<file path="src/rtl/hazard_pkg.sv">
// Shared types and constants for the pipeline hazard controller.
// Holds the controller state encoding, forwarding select codes and the operand match helper.
package hazard_pkg;

   typedef enum logic [1:0] {
      RUN      = 2'd0,
      MEM_WAIT = 2'd1,
      ERROR    = 2'd2
   } hazard_state_t;

   localparam logic [1:0] FWD_RF  = 2'b00;
   localparam logic [1:0] FWD_EX  = 2'b01;
   localparam logic [1:0] FWD_MEM = 2'b10;
   localparam logic [1:0] FWD_WB  = 2'b11;

   localparam logic [3:0] REG_PC = 4'd15;

   // The PC is supplied by the pipeline itself, so a write to R15 never counts as a producer.
   function automatic logic src_match(input logic       valid,
                                      input logic [3:0] src,
                                      input logic [3:0] rd);
      return valid && (src == rd) && (src != REG_PC);
   endfunction

endpackage

</file>
<file path="src/rtl/hazard_fwd_sel.sv">
// Forwarding select for one ID-stage source operand.
// Picks the youngest in-flight producer; a load still in EX cannot forward yet.
module hazard_fwd_sel
   import hazard_pkg::*;
(
   input  logic [3:0] src,
   input  logic       src_valid,
   input  logic [3:0] ex_rd,
   input  logic       ex_reg_write,
   input  logic       ex_mem_read,
   input  logic [3:0] mem_rd,
   input  logic       mem_reg_write,
   input  logic [3:0] wb_rd,
   input  logic       wb_reg_write,
   output logic [1:0] sel
);

   always_comb begin
      sel = FWD_RF;
      if (ex_reg_write && !ex_mem_read && src_match(src_valid, src, ex_rd)) begin
         sel = FWD_EX;
      end else if (mem_reg_write && src_match(src_valid, src, mem_rd)) begin
         sel = FWD_MEM;
      end else if (wb_reg_write && src_match(src_valid, src, wb_rd)) begin
         sel = FWD_WB;
      end
   end

endmodule

</file>
<file path="src/rtl/pipeline_hazard_ctrl.sv">
// Stall/flush/forwarding controller for the 5-stage pipeline with a memory-wait freeze FSM.
// Define HAZARD_PERF_CNT_EN to build the stall_cycles / flush_count performance counters.
module pipeline_hazard_ctrl
   import hazard_pkg::*;
#(
   parameter int MAX_WAIT = 16,
   parameter int CNT_W    = 16
)(
   input  logic             clk,
   input  logic             reset,
   input  logic [3:0]       id_rn,
   input  logic [3:0]       id_rm,
   input  logic             id_rn_valid,
   input  logic             id_rm_valid,
   input  logic [3:0]       ex_rd,
   input  logic [3:0]       mem_rd,
   input  logic [3:0]       wb_rd,
   input  logic             ex_reg_write,
   input  logic             mem_reg_write,
   input  logic             wb_reg_write,
   input  logic             ex_mem_read,
   input  logic             ex_branch_taken,
   input  logic             mem_access,
   input  logic             mem_ready,
   output logic             pc_en,
   output logic             if_id_en,
   output logic             id_ex_en,
   output logic             ex_mem_en,
   output logic             mem_wb_en,
   output logic             if_id_flush,
   output logic             id_ex_flush,
   output logic [1:0]       fwd_a_sel,
   output logic [1:0]       fwd_b_sel,
   output logic             stall_active,
   output logic             mem_timeout,
   output logic [CNT_W-1:0] stall_cycles,
   output logic [CNT_W-1:0] flush_count
);

   hazard_state_t    state;
   hazard_state_t    state_next;
   logic [CNT_W-1:0] wait_cnt;
   logic [CNT_W-1:0] wait_cnt_next;
   logic             frozen;
   logic             halted;
   logic             load_use;
   logic [1:0]       fwd_a_raw;
   logic [1:0]       fwd_b_raw;

   hazard_fwd_sel u_fwd_a (
      .src           (id_rn),
      .src_valid     (id_rn_valid),
      .ex_rd         (ex_rd),
      .ex_reg_write  (ex_reg_write),
      .ex_mem_read   (ex_mem_read),
      .mem_rd        (mem_rd),
      .mem_reg_write (mem_reg_write),
      .wb_rd         (wb_rd),
      .wb_reg_write  (wb_reg_write),
      .sel           (fwd_a_raw)
   );

   hazard_fwd_sel u_fwd_b (
      .src           (id_rm),
      .src_valid     (id_rm_valid),
      .ex_rd         (ex_rd),
      .ex_reg_write  (ex_reg_write),
      .ex_mem_read   (ex_mem_read),
      .mem_rd        (mem_rd),
      .mem_reg_write (mem_reg_write),
      .wb_rd         (wb_rd),
      .wb_reg_write  (wb_reg_write),
      .sel           (fwd_b_raw)
   );

   assign load_use = ex_mem_read &&
                     (src_match(id_rn_valid, id_rn, ex_rd) || src_match(id_rm_valid, id_rm, ex_rd));

   always_comb begin
      state_next    = state;
      wait_cnt_next = wait_cnt;
      frozen        = 1'b0;
      halted        = 1'b0;
      case (state)
         RUN: begin
            if (mem_access && !mem_ready) begin
               frozen        = 1'b1;
               state_next    = MEM_WAIT;
               wait_cnt_next = wait_cnt + CNT_W'(1);
            end else begin
               wait_cnt_next = '0;
            end
         end
         MEM_WAIT: begin
            if (!mem_ready) begin
               frozen        = 1'b1;
               wait_cnt_next = wait_cnt + CNT_W'(1);
               if (wait_cnt == CNT_W'(MAX_WAIT - 1)) begin
                  state_next = ERROR;
               end
            end else begin
               state_next    = RUN;
               wait_cnt_next = '0;
            end
         end
         ERROR: begin
            halted = 1'b1;
         end
         default: begin
            state_next    = RUN;
            wait_cnt_next = '0;
         end
      endcase
   end

   // A freeze outranks a taken branch; the branch waits in EX and flushes on release.
   always_comb begin
      pc_en       = 1'b1;
      if_id_en    = 1'b1;
      id_ex_en    = 1'b1;
      ex_mem_en   = 1'b1;
      mem_wb_en   = 1'b1;
      if_id_flush = 1'b0;
      id_ex_flush = 1'b0;
      if (frozen || halted) begin
         pc_en     = 1'b0;
         if_id_en  = 1'b0;
         id_ex_en  = 1'b0;
         ex_mem_en = 1'b0;
         mem_wb_en = 1'b0;
      end else if (ex_branch_taken) begin
         if_id_flush = 1'b1;
         id_ex_flush = 1'b1;
      end else if (load_use) begin
         pc_en       = 1'b0;
         if_id_en    = 1'b0;
         id_ex_flush = 1'b1;
      end
   end

   assign fwd_a_sel    = halted ? FWD_RF : fwd_a_raw;
   assign fwd_b_sel    = halted ? FWD_RF : fwd_b_raw;
   assign stall_active = !(pc_en && if_id_en && id_ex_en && ex_mem_en && mem_wb_en);

   always_ff @(posedge clk or negedge reset) begin
      if (!reset) begin
         state       <= RUN;
         wait_cnt    <= '0;
         mem_timeout <= 1'b0;
      end else begin
         state       <= state_next;
         wait_cnt    <= wait_cnt_next;
         mem_timeout <= mem_timeout || (state_next == ERROR);
      end
   end

`ifdef HAZARD_PERF_CNT_EN
   always_ff @(posedge clk or negedge reset) begin
      if (!reset) begin
         stall_cycles <= '0;
         flush_count  <= '0;
      end else begin
         if (!pc_en && (stall_cycles != '1)) begin
            stall_cycles <= stall_cycles + CNT_W'(1);
         end
         if (if_id_flush && (flush_count != '1)) begin
            flush_count <= flush_count + CNT_W'(1);
         end
      end
   end
`else
   assign stall_cycles = '0;
   assign flush_count  = '0;
`endif

endmodule
</file>
<file path="config.mk">
export PLATFORM = sky130hd
export DESIGN_NAME = pipeline_hazard_ctrl
export DESIGN_NICKNAME = d
export VERILOG_FILES = /design/src/rtl/hazard_pkg.sv /design/src/rtl/hazard_fwd_sel.sv /design/src/rtl/pipeline_hazard_ctrl.sv
export SDC_FILE = /design/constraint.sdc
export NUM_CORES = 1
export LEC_CHECK = 0
export BUFFER_PORTS_ARGS = -buffer_cell sky130_fd_sc_hd__buf_2
export CAP_MARGIN = 15
export CELL_PAD_IN_SITES_DETAIL_PLACEMENT = 1
export CELL_PAD_IN_SITES_GLOBAL_PLACEMENT = 1
export CORE_MARGIN = 2
export CORE_UTILIZATION = 33
export CTS_CLUSTER_DIAMETER = 50
export DETAILED_ROUTE_END_ITERATION = 12
export PLACE_DENSITY_LB_ADDON = 0.1
export SYNTH_ARGS = -nofsm -noshare
export SYNTH_HDL_FRONTEND = slang
export SYNTH_SLANG_ARGS = --single-unit
export TNS_END_PERCENT = 1
</file>
<file path="constraint.sdc">
create_clock -name clk -period 1.76 [get_ports clk]
set_clock_uncertainty 0.05 [all_clocks]
set_input_delay 0.088 -clock clk [delete_from_list [all_inputs] [get_ports clk]]
set_output_delay 0.088 -clock clk [all_outputs]
set_load 0.01 [all_outputs]
</file>
* Yosys cells after proc, flatten, opt, wreduce, memory -nomap -nowiden
Index checks and enable logic that the tools add are counted.
** Word-level totals
- Register bits after elaboration :: 19
- Input port bits :: 31
- Output and inout bits :: 45
- Logic and storage cells :: 75
** Operators by class
- Add/subtract/negate cells :: 1
- Equality and inequality tests :: 12
- Multiplexer cells :: 28
- Reductions and logical operators :: 31
** Operators with widths (number)
- $pmux 16 s3 :: 1
- $mux 16 :: 2
- $eq 4x4->1 :: 6
- $logic_and 1x1->1 :: 24
- $mux 2 :: 11
- $add 16x1->16 const B :: 1
- $eq 16x4->1 const B :: 1
- $mux 1 :: 12
- $ne 4x4->1 const B :: 2
- $pmux 2 s3 :: 1
- $eq 2x2->1 const B :: 2
- $logic_not 1->1 :: 3
- $logic_or 1x1->1 :: 3
- $eq 2x1->1 const B :: 1
- $logic_not 2->1 :: 1
- $pmux 1 s2 :: 1

* Depth between registers and ports, before layout
- Word-level depth :: 12
- Depth in mapped cells :: 6
- Mapped depth without buffers :: 6

* Modules after synthesis
A second synthesis with hierarchy kept.
** Second synthesis, totals
- Cell total of the unflattened synthesis :: 220
- Area, all modules :: 1838.0 µm²
** Modules (own cells, without submodules)
- pipeline_hazard_ctrl :: instances 1, cells an instance 172, area each 1480.2 µm², sequential area each 475.5 µm²
- hazard_fwd_sel :: instances 2, cells an instance 24, area each 178.9 µm², sequential area each 0.0 µm²

* Worst setup path after synthesis
OpenSTA, ideal clock, no wires.
- Kind :: reg-to-reg
- Start :: register wait_cnt[0]
- End :: register wait_cnt[14]
- Setup time :: 0.132 ns
- Arrival time :: 1.424 ns
- Data required time :: 1.578 ns
- Path slack :: 0.154 ns
- Cell stages (with the launch flop) :: 7
- Path buffers :: 0
- Period minus slack after synthesis :: 1.606 ns
- Cell sequence :: dfrtp_1 -> ha_1 -> nand2_1 -> nor4_1 -> a31oi_1 -> o21ai_0 -> o31ai_1
** Between the ends
- Cells in the longest elaborated chain, start to end :: 3
- Elaborated cells on any way between the ends :: 4
- Classes of those cells :: add/sub: 1; mux: 3
** Ends and longest elaborated chain
- start: declaration :: line pipeline_hazard_ctrl.sv:42 : logic [CNT_W-1:0] wait_cnt;
- start signal: assignment :: line pipeline_hazard_ctrl.sv:152 : wait_cnt <= wait_cnt_next;
- $add 16x1->16 (*) :: line pipeline_hazard_ctrl.sv:89, pipeline_hazard_ctrl.sv:97
- $mux 16, on equally long branches :: line pipeline_hazard_ctrl.sv:95, pipeline_hazard_ctrl.sv:86
- $pmux 16 s3 (*) :: line pipeline_hazard_ctrl.sv:84 : case (state)
Every way passes the cells marked *; elsewhere a longest branch is shown, timed or not.
A chain may end at the register's enable or synchronous reset.

* Worst setup path after layout
- Start :: register wait_cnt[1]
- End :: register wait_cnt[14]
Same word-level chain as after synthesis.

==> results.yml <==
clock_tree:
  clockBufferDepth: 2
  root_buffer: "clkbuf_8"
  cts.sinks: 19
  cts_setup_buffers: 0
  htreeDepth: 1
  cts_tree: "done"
  insertion_delay_ns: 0.26
  cts_buffers: 3
  cts.clk_slew.worst_paths_ns: 0.08
logic_synthesis:
  synth_mux_area_frac: 0
  synth_fa_ha_area_frac: 0.00758
  netlist_top_cells_count: "35 x buf_4, 22 x nand2_1, 19 x dfrtp_1"
  synthTopCellsByArea: "dfrtp_1 29%, buf_4 16%, xnor2_1 9.5%, o21ai_0 5.2%, nand2_1 5.0%"
  synth_most_common_cell: "buf_4"
  netlist_area_mm2: 0.00165
  synth_top_family_by_area: "simple AND/OR/NAND/NOR gates"
  syn_avg_cell_area_um2: 8.02
  synth_compound_area_frac: 0.168
  ys_types: 37
  synth_simple_gate_area_frac: 0.230
  yosys_most_used_dff: "dfrtp_1"
  ys_seq_elements: 19
  synthCells: 206
  ys_seq_area_frac: 0.288
  synth-edff-count: 0
  synthXorXnorAreaFrac: 0.127
  synth.top_cell.area_share: 0.288
  synth_area_leader_cell: "dfrtp_1"
  yosys_warnings: 0
  synthArstFlopShare: 1.00
critical_path:
  cp_top_family: "flip-flops"
  setup.worst_path.class: "flip-flop to flip-flop"
  r2r_start: "wait_cnt[1]$_DFFE_PN0P_"
  slowest_delay_ns: 0.39
  worstPathMaxFanout: 4
  cp.arrival_ns: 1.74
  cp_cell_sequence: "ha_2 > nand2_1 > nor4_1 > buf_4 > a31oi_1 > o21ai_0 > o31ai_1"
  cp-end-kind: "flip-flop"
  cp-start-kind: "flip-flop"
  cpMaxStageDelayCell: "dfrtp_1"
  critical_path_buf_inv_count: 1
  critPathLaunch: "wait_cnt[1]$_DFFE_PN0P_"
  cp.required_ns: 1.86
floorplan:
  dieWidth_um: 74.7
  rows: 25
  die-height_um: 74.7
  coreArea_mm2: 0.00479
  die-area_mm2: 0.00559
  start_util: 0.345
  io-pin-count: 76
global_routing:
  gr-total-overflow: 0
  grt_pass1_wl_um: 7140
  grt_usage: 0.165
  grt_max_degree: 20
  grt_pass1_vias: 1503
  antenna_found_initial: 0
min_path:
  hp-start: "mem_ready"
  min-delay-path-class: "input port to flip-flop"
finish:
  fillCellCount: 633
  fin_nets: 290
  diodes: 0
  final_area_mm2: 0.00194
  multi_input_area_mm2: 0.00101
  layout-drive-gt1-share: 0.257
  seq_area_um2: 475
  area_growth_pct: 17.3
status:
  status: "finished clean"
timing:
  drv_slew: 0
  period_minus_slack_ns: 1.64
  fin_setup_tns_ns: 0
  period_share: 0.934
  rsz0062_at_grt: "true"
  hold_slack_ns: 0.112
  setup_ws_ns: 0.116
  hold_viol: 0
  fmax_ghz: 0.608
  setup_viol: 0
route:
  vias: 1535
  met1Wirelength_um: 2060
  highest_layer: "met4"
  routed-wl-met3_um: 215
  drc: 0
  drt-total-wl_um: 4270
  drt_iter0_drc: 85
  vias_per_cell: 4.74
  wl_met2_um: 1970
  ant_nets: 0
  first_pass_iters: 4
  wl_per_cell_um: 13.2
power:
  max-vdd-ir-drop_uv: 310
  power_leakage_nw: 0.929
  power.density_mw_per_mm2: 525
placement:
  gp_congestion: 0.773
  dp_slack_ns: 0.111
  placed_area_mm2: 0.00187
  hpwlAfterDp_um: 3510
  io_buffers: 43
flow_run:
  maxCapViolCount: 0
==> layout by cell type, fill, tap and decap left out, drive strengths merged, types with 2 or more instances in the layout <==
cell type,instances
buf,55
conb,32
nand2,22
dfrtp,19
xnor2,18
o21ai,18
nor2,10
nand4,9
nand3,9
a21oi,8
a31oi,7
xor2,6
nor4,6
nor3,4
and3,3
a21o,3
nand2b,3
o21a,3
clkbuf,3
or3,2
inv,2
o31ai,2
or4,2
==> tightest hold or removal path, stage by stage <==
cell and delay, ns:
buf_2 0.07, nor2_1 0.06, a21o_1 0.17
==> power breakdown <==
group | leakage, nW | internal (mW) | switching (mW) | total (mW)
Sequential | 0.262 | 0.443 | 0.00806 | 0.451
Clock | 0.0255 | 0.158 | 0.155 | 0.313
Combinational | 0.641 | 0.102 | 0.151 | 0.253
Total | 0.929 | 0.703 | 0.314 | 1.02
==> path summary, 6_finish.rpt <==
check                           slack, ns                       end  depth (start not counted)
min in group asynchronous            0.24   wait_cnt[7]$_DFFE_PN0P_                          2
worst min-delay path                 0.11        state[1]$_DFF_PN0_                          3
worst max-delay path                 0.12  wait_cnt[14]$_DFFE_PN0P_                          7
worst min register to register       0.43     mem_timeout$_DFF_PN0_                          1
worst max register to register       0.12  wait_cnt[14]$_DFFE_PN0P_                          7
max in group asynchronous            1.10   wait_cnt[0]$_DFFE_PN0P_                          2
==> metrics by stage <==
step,util,std cells,power (mW)
after floorplan,-,237,0.659
after global placement,0.391,319,0.711
after detailed placement,0.391,319,0.712
after CTS,0.403,324,1.03
after global routing,0.405,324,1.08
final,0.405,324,1.02
==> cell type report <==
class / instances / share of cell area
clock buffer: 3 / 0.0213
sequential: 19 / 0.245
inverter: 2 / 0.00388
clock inverter: 1 / 0.00258
tap: 67 / 0.0433
multi-input combinational: 176 / 0.521
timing repair buffer: 56 / 0.163
==> routing by layer <==
metal	vias to the layer above	global-route usage
li1	765	-
met1	721	0.230
met2	47	0.273
met3	2	0.0295
met4	0	0.0218
met5	-	0
==> logic make-up (layout without fill, tap and decap cells) <==
family                     Yosys count  after routing
DFF                                 19             19
buffers and inverters               42             62
other                                1             32
adders and majority gates            1              1
and+or+nand+nor                     73             73
AOI/OAI and AO/OA                   46             46
xor gates and xnor gates            24             24
==> flip-flops by register name (all words and copies together), names as in the netlist <==
name         flops
wait_cnt        16
state            2
mem_timeout      1
==> repair_timing <==
action | in CTS | in global routing
endpoints found under the hold margin | 19 | 0
hold buffers | 1 | 0
resized for setup | 0 | 3
setup endpoints to repair | 0 | 4
(Power assumes the default switching activity.)
